## config.mk

```make
export PLATFORM = sky130hd
export DESIGN_NAME = stream_decimator
export DESIGN_NICKNAME = d
export VERILOG_FILES = /design/src/rtl/mic_stream_pkg.sv /design/src/rtl/stream_skid_buf.sv /design/src/rtl/stream_decimator.sv
export SDC_FILE = /design/constraint.sdc
export NUM_CORES = 1
export LEC_CHECK = 0
export CAP_MARGIN = 40
export CORE_ASPECT_RATIO = 0.7
export CORE_UTILIZATION = 30
export CTS_BUF_LIST = sky130_fd_sc_hd__clkbuf_16
export DETAILED_ROUTE_END_ITERATION = 6
export PLACE_DENSITY = 0.6
export SYNTH_ARGS = -nofsm -noshare
export SYNTH_HDL_FRONTEND = slang
export SYNTH_SLANG_ARGS = --single-unit
```

## constraint.sdc

```tcl
create_clock -name clk -period 2.2 [get_ports clk]
set_clock_uncertainty 0.2 [all_clocks]
set_input_delay 0.44 -clock clk [delete_from_list [all_inputs] [get_ports clk]]
set_output_delay 0.44 -clock clk [all_outputs]
set_load 0.01 [all_outputs]
```

## src/rtl/mic_stream_pkg.sv

```systemverilog
// Shared sample definitions for the microphone pitch-detect stream path.
package mic_stream_pkg;
  localparam int SAMPLE_W      = 32;
  localparam int SAMPLE_W_FRAC = 16;

  typedef logic signed [SAMPLE_W-1:0] sample_t;
endpackage

```

## src/rtl/stream_skid_buf.sv

```systemverilog
// Generic 2-entry valid/ready buffer; in_ready depends only on registered occupancy.
module stream_skid_buf
  import mic_stream_pkg::*;
#(
  parameter int W = SAMPLE_W
) (
  input  logic         clk,
  input  logic         rst_n,
  input  logic         in_valid,
  output logic         in_ready,
  input  logic [W-1:0] in_data,
  output logic         out_valid,
  input  logic         out_ready,
  output logic [W-1:0] out_data
);

  logic [1:0]   count;
  logic [W-1:0] head;
  logic [W-1:0] tail;
  logic         push;
  logic         pop;

  assign in_ready  = (count != 2'd2);
  assign out_valid = (count != 2'd0);
  assign out_data  = head;
  assign push      = in_valid & in_ready;
  assign pop       = out_valid & out_ready;

  always_ff @(posedge clk or negedge rst_n) begin
    if (!rst_n) begin
      count <= 2'd0;
      head  <= '0;
      tail  <= '0;
    end else begin
      case ({push, pop})
        2'b10: begin
          if (count == 2'd0) head <= in_data;
          else               tail <= in_data;
          count <= count + 2'd1;
        end
        2'b01: begin
          if (count == 2'd2) head <= tail;
          count <= count - 2'd1;
        end
        // push while full is blocked by in_ready, so this is always count 1
        2'b11: head <= in_data;
        default: ;
      endcase
    end
  end

endmodule

```

## src/rtl/stream_decimator.sv

```systemverilog
// Keeps one sample in every DECIM input handshakes and re-emits it through a 2-entry buffer.
module stream_decimator
  import mic_stream_pkg::*;
#(
  parameter int W      = SAMPLE_W,
  parameter int W_FRAC = SAMPLE_W_FRAC,
  parameter int DECIM  = 4
) (
  input  logic         clk,
  input  logic         rst_n,
  input  logic         x_valid,
  output logic         x_ready,
  input  logic [W-1:0] x_data,
  output logic         y_valid,
  input  logic         y_ready,
  output logic [W-1:0] y_data
);

  localparam int            PW   = (DECIM > 1) ? $clog2(DECIM) : 1;
  localparam logic [PW-1:0] LAST = PW'(DECIM - 1);

  if (DECIM < 1 || DECIM > 256) begin : g_bad_decim
    $error("stream_decimator: DECIM must be in 1..256");
  end
  if (W_FRAC < 0 || W_FRAC > W) begin : g_bad_frac
    $error("stream_decimator: W_FRAC must be in 0..W");
  end

  logic [PW-1:0] phase;
  logic          keep_phase;
  logic          buf_ready;
  logic          x_fire;

  assign keep_phase = (phase == LAST);
  // discard-phase samples never touch the buffer, so only keep-phase can stall
  assign x_ready    = !keep_phase || buf_ready;
  assign x_fire     = x_valid & x_ready;

  always_ff @(posedge clk or negedge rst_n) begin
    if (!rst_n) begin
      phase <= '0;
    end else if (x_fire) begin
      if (keep_phase) phase <= '0;
      else            phase <= phase + 1'b1;
    end
  end

  stream_skid_buf #(
    .W (W)
  ) u_buf (
    .clk       (clk),
    .rst_n     (rst_n),
    .in_valid  (x_valid & keep_phase),
    .in_ready  (buf_ready),
    .in_data   (x_data),
    .out_valid (y_valid),
    .out_ready (y_ready),
    .out_data  (y_data)
  );

endmodule

```

==> results of run 1 <==
-- cell usage in the layout, fill, tap and decap left out, types with 2 or more instances in the layout --
cell type        count
buf_2                2
buf_4               15
ha_4                 2
clkdlybuf4s50_1     66
mux2_2              67
clkbuf_16           11
mux2_4              30
dfrtp_1             68
bufinv_16            3
nand2_2              2
inv_1                2
nand2_1              2
buf_12               8
xor2_1               2
-- cell usage after synthesis --
master	number
a21oi_1	1
a21oi_2	1
a31oi_1	1
buf_12	3
buf_2	1
buf_4	3
buf_6	1
clkbuf_1	2
dfrtp_1	68
ha_1	4
inv_1	3
mux2_2	67
mux2_4	30
nand2_1	4
nand2b_2	1
nand3_1	1
nor2_2	1
o21bai_4	1
or2_2	1
or2_4	1
xnor2_1	1
xor2_1	2
-- worst register-to-register path, cell delays in order, from the launching register on --
cell       delay (ns)
dfrtp_1          0.40
or2_4            0.25
nand2_2          0.08
inv_2            0.04
ha_4             0.18
a21oi_4          0.17
o21bai_4         0.09
buf_12           0.15
clkbuf_16        0.17
mux2_4           0.29
-- layer usage --
| metal | track usage, % | vias up | wire, µm |
|---|---|---|---|
| met5 | 0 | - | 0 |
| met4 | 3.66 | 0 | 70 |
| met3 | 5.80 | 6 | 414 |
| met2 | 19.6 | 46 | 2840 |
| met1 | 16.1 | 962 | 3230 |
| li1 | - | 894 | - |
-- cells by family after synthesis --
kind of cell	count (synthesis)	synth area share, %
multiplexers	97	37.8
flip-flops	68	53.4
buffers and inverters	13	3.69
AND/OR/NAND/NOR	9	1.57
AO/OA/AOI/OAI	4	1.22
adder cells (fa/ha/maj)	4	1.57
XOR/XNOR	3	0.824
-- sequential cells by signal (all words and copies together) (netlist names) --
name / count
u_buf.out_data: 32
u_buf.count: 2
u_buf.tail: 32
phase: 2
-- stage by stage --
stage / hold WS (ns) / TNS [ns]
final: 0.299 / 0
after global routing: 0.304 / -0.0177
after CTS: 0.300 / 0
after detailed placement: 0.287 / -18.11
after global placement: 0.281 / -16.89
after floorplan: -0.0556 / -0.122
-- final cells by class --
type,count,area [µm²],area share (%)
clock buffers,9,225,4.83
clock inverters,7,115,2.47
inverters,3,11.3,0.242
multi-input cells,117,1420,30.4
flip-flops and latches,68,1700,36.5
well taps,132,165,3.54
repair buffers,96,1030,22.0
-- path summary, 6_finish.rpt --
check / startpoint / end / slack, ns / depth (start not counted)
worst min-delay path: u_buf.tail[30]$_DFFE_PN0P_ / u_buf.tail[30]$_DFFE_PN0P_ / 0.30 / 1
worst min register to register: u_buf.tail[30]$_DFFE_PN0P_ / u_buf.tail[30]$_DFFE_PN0P_ / 0.30 / 1
worst max-delay path: x_valid / u_buf.out_data[17]$_DFFE_PN0P_ / 0.02 / 8
max in group asynchronous: rst_n / u_buf.out_data[2]$_DFFE_PN0P_ / 1.02 / 3
min in group asynchronous: rst_n / phase[0]$_DFFE_PN0P_ / 0.44 / 3
worst max register to register: u_buf.count[1]$_DFFE_PN0P_ / u_buf.out_data[17]$_DFFE_PN0P_ / 0.07 / 9
-- power by group through the flow --
stage	Sequential (mW)	Clock, mW	Combinational, mW
final	2.24	1.64	3.46
after global routing	2.32	1.74	3.70
after CTS	2.24	1.69	3.25
after detailed placement	2.25	0	3.22
after global placement	2.24	0	3.17
after floorplan	2.32	0	1.97
-- repair_timing --
item	CTS	global route
hold buffers	1	0
endpoints found under the hold margin	68	0
buffers inserted	0	5
gates resized for setup	9	5
cloned	0	2
setup endpoints to repair	34	33
pin swaps	0	4
==> flow_summary.yaml, run 1 <==
status:
  status: "finished, violations left"
  failed_checks: "design-rule violations"
logic_synthesis:
  synth_top_cell_area_share_pct: 53.4
  yosysWarnings: 0
  syn_area_mm2: 0.00319
  avgSynthCellArea_um2: 16.1
  netlist_instances: 198
  synth.largest_area_cell: "dfrtp_1"
  yosysSeqAreaShare_pct: 53.4
  ys_seq_elements: 68
  syn_nets: 238
  synth_area_leaders: "dfrtp_1 (53%), mux2_2 (24%), mux2_4 (14%)"
  synth_cell_types: 22
layout:
  num_antenna_cells: 0
  fillerInstances: 928
  fin_util_pct: 45.0
  instances_no_fill: 432
  stdcell_area_mm2: 0.00466
  nets: 335
  syn_to_final_growth_pct: 46.1
  drive_above_1_share_pct: 51.0
routing:
  drt_iter0_markers: 101
  wirelength_um: 6550
  vias_per_cell: 4.42
  wl_per_cell_um: 15.2
  dr.pass1.iters: 6
  num_vias: 1908
  drc: 9
  ant_nets: 0
timing:
  finalCritPeriodShare_pct: 99.0
  final-max-slew-violation-count: 0
  setup_violations: 0
  fmax_mhz: 459
  relSlewSlack_pct: 73.8
  rsz0062_at_grt: "true"
  period_needed_ns: 2.18
  tightest_slew_ns: 0.392
  worst_slack_ns: 0.0224
  hold_viol: 0
place:
  dp_slack_ns: -0.359
  dp_cells: 408
  postPlaceCellArea_mm2: 0.00418
  gp_congestion: 0.703
  dpl.hpwl_um: 4300
  io_buffers: 69
floorplan:
  initial_core_util_pct: 30.8
  die_area_mm2: 0.0111
  rows: 31
  chipHeight_um: 88.3
  coreArea_mm2: 0.0104
  ioPinCount: 70
  die_x_um: 125
clock_tree:
  clk_pin_slew_ns: 0.06
  clock_latency_ns: 0.33
  clock_path_buffers: 2
  cts_num_sinks: 68
  htree_levels: 3
  cts_buffers: 9
  cts_tree: "built"
  cts_root_buf: "clkbuf_16"
setup_path:
  critPathLaunchType: "primary input"
  critPathKind: "primary input to flop"
  worst_setup_path_end_kind: "flop"
  critPathBufInv: 4
  critPathTopFamily: "buffers and inverters"
  required_ns: 2.21
  slowest_stage: "clkdlybuf4s50_1"
  path_cells: "clkdlybuf4s50_1, nand3_2, buf_4, ha_1, o21bai_4, buf_12, clkbuf_16, mux2_4"
  worst_ep_arrival_time_ns: 2.19
  cpPeakStageDelay_ns: 0.49
  path_max_fanout: 6
pwr:
  power_frac_comb_pct: 47.1
  p_sw_mw: 2.03
  p_clk_share_pct: 22.3
  p_sw_share_pct: 27.6
  power_density_mw_per_mm2: 1570
  p_total_mw: 7.34
  p_seq_share_pct: 30.6
  intPower_mw: 5.31
  ir_drop_v: 0.000502
  power.leakage_nw: 2.07
grt:
  grt_max_degree: 69
  grt_pass1_wl_um: 10500
  grt_pass1_vias: 2071
  overflow: 0
  track_usage_pct: 12.7
  antenna_found_initial: 0
hold_path:
  hold_path_class: "flop to flop"
job:
  cap_violations: 0
No activity file was read; power rests on OpenSTA's default activity.
==> run 2: changes to the inputs <==
--- a/config.mk
+++ b/config.mk
@@ -9,6 +9,7 @@
 export CORE_ASPECT_RATIO = 0.7
 export CORE_UTILIZATION = 30
 export CTS_BUF_LIST = sky130_fd_sc_hd__clkbuf_16
+export CTS_CLUSTER_DIAMETER = 30
 export DETAILED_ROUTE_END_ITERATION = 6
 export PLACE_DENSITY = 0.6
 export SYNTH_ARGS = -nofsm -noshare
==> results of run 2 <==
The final DEF is identical to that of run 1; final timing and power are the same.
==> run 3: changes to the inputs <==
--- a/config.mk
+++ b/config.mk
@@ -5,6 +5,7 @@
 export SDC_FILE = /design/constraint.sdc
 export NUM_CORES = 1
 export LEC_CHECK = 0
+export ABC_AREA = 1
 export CAP_MARGIN = 40
 export CORE_ASPECT_RATIO = 0.7
 export CORE_UTILIZATION = 30
==> run 3 against run 2 <==
  * Largest cell class unchanged
  * Sequential power is 5% lower
  * Power shrank 20%
  * Worst hold slack got worse by 0.019 ns
  * Highest routed layer unchanged
  * Fmax rose by 3.6%
  * Critical path depth shrank 5
  * Sequential share of layout area grew 1.7 points
  * The flow now finishes without violations
  * Clock power fell by 23%
  * Global-route usage increased by 2.1 points
  * Cell count rose by 39%
  * Synthesized cell count is 92% higher
==> flow_summary.yaml, run 3 <==
routing:
  vias_per_cell: 4.34
  drt_iter0_markers: 180
  drc: 0
  wl_per_cell_um: 12.4
  ant_nets: 0
  num_vias: 2614
  dr.pass1.iters: 4
  wirelength_um: 7450
place:
  dp_slack_ns: -0.0545
  io_buffers: 69
  postPlaceCellArea_mm2: 0.00418
  dp_cells: 585
  gp_congestion: 0.707
  dpl.hpwl_um: 5030
pwr:
  p_sw_mw: 2.13
  power_frac_comb_pct: 42.5
  p_sw_share_pct: 36.3
  p_clk_share_pct: 21.5
  ir_drop_v: 0.000489
  power_density_mw_per_mm2: 1320
  intPower_mw: 3.75
  p_seq_share_pct: 36.0
  power.leakage_nw: 2.18
setup_path:
  path_max_fanout: 4
  critPathBufInv: 2
  reg2reg_from: "phase[0]$_DFFE_PN0P_"
  critPathKind: "flop to primary output"
  critPathTopFamily: "buffers and inverters"
  critPathLaunchType: "flop"
  slowest_stage: "clkdlybuf4s50_1"
  worst_setup_path_end_kind: "primary output"
  path_cells: "inv_2, nand2_4, clkdlybuf4s50_1"
  cpPeakStageDelay_ns: 0.54
  required_ns: 1.56
  worst_ep_arrival_time_ns: 1.46
  rr_worst_depth: 10
  r2r-end: "u_buf.out_data[8]$_DFFE_PN0P_"
  rrSetupSlack_ns: 0.20
hold_path:
  min_to: "u_buf.tail[14]$_DFFE_PN0P_"
  holdPathStages: 2
  hold_path_class: "flop to flop"
  worstHoldStart: "u_buf.tail[14]$_DFFE_PN0P_"
logic_synthesis:
  synth_top_cell_area_share_pct: 51.7
  ys_seq_elements: 68
  syn_area_mm2: 0.00329
  yosys.cell_count.top_type: "nand2_1"
  synth_cell_types: 19
  avgSynthCellArea_um2: 8.64
  yosysSeqAreaShare_pct: 51.7
  yosysWarnings: 0
  synthTopCellsByCount: "nand2_1 (135), dfrtp_1 (68), inv_1 (37)"
  synth.largest_area_cell: "dfrtp_1"
  synthArstFlopShare_pct: 100
  synth_top_flop_cell: "dfrtp_1"
  synth_edf_count: 0
  syn_nets: 421
  netlist_instances: 381
  synth_area_leaders: "dfrtp_1 (52%), nand2_1 (15%), o21ai_2 (8.5%)"
status:
  status: "completed"
layout:
  drive_above_1_share_pct: 14.5
  fillerInstances: 1037
  stdcell_area_mm2: 0.00445
  nets: 489
  mostFrequentLayoutCells: "nand2_1 (135), dfrtp_1 (68), clkdlybuf4s50_1 (67), inv_1 (39), nand3_1 (36)"
  final_common_cell: "nand2_1"
  num_antenna_cells: 0
  instances_no_fill: 602
  syn_to_final_growth_pct: 35.3
timing:
  period_needed_ns: 2.10
  tns_ns: 0
  worst_slack_ns: 0.0982
  rsz0062_at_grt: "false"
  fmax_mhz: 476
  setup_violations: 0
  finalCritPeriodShare_pct: 95.5
  whs_ns: 0.280
  relSlewSlack_pct: 70.4
  hold_viol: 0
  final-max-slew-violation-count: 0
  tightest_slew_ns: 0.445
grt:
  overflow: 0
  antenna_found_initial: 0
  grt_pass1_vias: 2561
  track_usage_pct: 14.7
  grt_pass1_wl_um: 12700
  grt_max_degree: 41
floorplan:
  ioPinCount: 70
  coreArea_mm2: 0.0105
  die_x_um: 127
  initial_core_util_pct: 31.3
  chipHeight_um: 89.6
  die_area_mm2: 0.0114
  rows: 31
clock_tree:
  clock_path_buffers: 2
  clk_pin_slew_ns: 0.05
  cts_tree: "built"
  cts_num_sinks: 68
  clock_latency_ns: 0.33
  cts_buffers: 9
  htree_levels: 3
  cts_root_buf: "clkbuf_16"
job:
  cap_violations: 0
run 3: metrics by stage:
| step | util (%) | power, mW |
|---|---|---|
| after floorplan | - | 3.58 |
| after global placement | 39.8 | 4.59 |
| after detailed placement | 39.8 | 4.66 |
| after CTS | 42.4 | 5.96 |
| after global routing | 42.4 | 6.35 |
| final | 42.4 | 5.88 |
run 3: how the worst max path moves through the flow:
stage                               startpoint                              to  slack (ns)  depth (start not counted)
floorplan           u_buf.count[0]$_DFFE_PN0P_   u_buf.out_data[0]$_DFFE_PN0P_        0.34                         11
global placement                       x_valid  u_buf.out_data[28]$_DFFE_PN0P_       -0.09                         10
detailed placement                     x_valid  u_buf.out_data[17]$_DFFE_PN0P_       -0.05                         10
CTS                 u_buf.count[1]$_DFFE_PN0P_                         y_valid        0.08                          3
global route              phase[0]$_DFFE_PN0P_   u_buf.out_data[9]$_DFFE_PN0P_        0.02                         10
finish              u_buf.count[1]$_DFFE_PN0P_                         y_valid         0.1                          3
run 3: final cells by class:
cell class	instances	area (µm²)	area share, %
Clock buffer	9	225	5.06
Clock inverter	7	36.3	0.815
Inverter	39	146	3.29
Multi-Input combinational cell	251	1270	28.6
Sequential cell	68	1700	38.2
Tap cell	148	185	4.16
Timing Repair Buffer	80	885	19.9
run 3: tightest hold or removal path, cell delays in order, from the launching register on:
cell and delay [ns]:
dfrtp_1 0.34, nand2_1 0.06, o21ai_2 0.05
run 3: power by group through the flow:
stage	clock network, mW	registers, mW	logic, mW
5_1_grt	1.35	2.18	2.81
6_report	1.26	2.12	2.50
3_5_place_dp	0	2.13	2.53
3_3_place_gp	0	2.11	2.48
4_1_cts	1.30	2.12	2.54
2_1_floorplan	0	2.17	1.41
run 3: repair_timing:
action,CTS,global route
hold endpoints to repair,32,0
setup buffers,0,0
gates resized for setup,1,0
hold buffers,1,0
endpoints found under the setup margin,1,0
run 3: kinds of logic after synthesis:
kind of cell,share of synthesized area (%)
AO/OA/AOI/OAI,13.5
flip-flops,51.7
XOR/XNOR,0.532
AND/OR/NAND/NOR,22.9
buffers and inverters,9.81
adder cells (fa/ha/maj),1.52
run 3: layer usage:
layer  vias to the layer above  GRT usage [%]  share of wire (%)
met1                      1204           20.3                 52
met3                         8           5.86                5.9
li1                       1339              -                  -
met2                        63           21.5                 41
met5                         -              0                  0
met4                         0           3.79               0.79
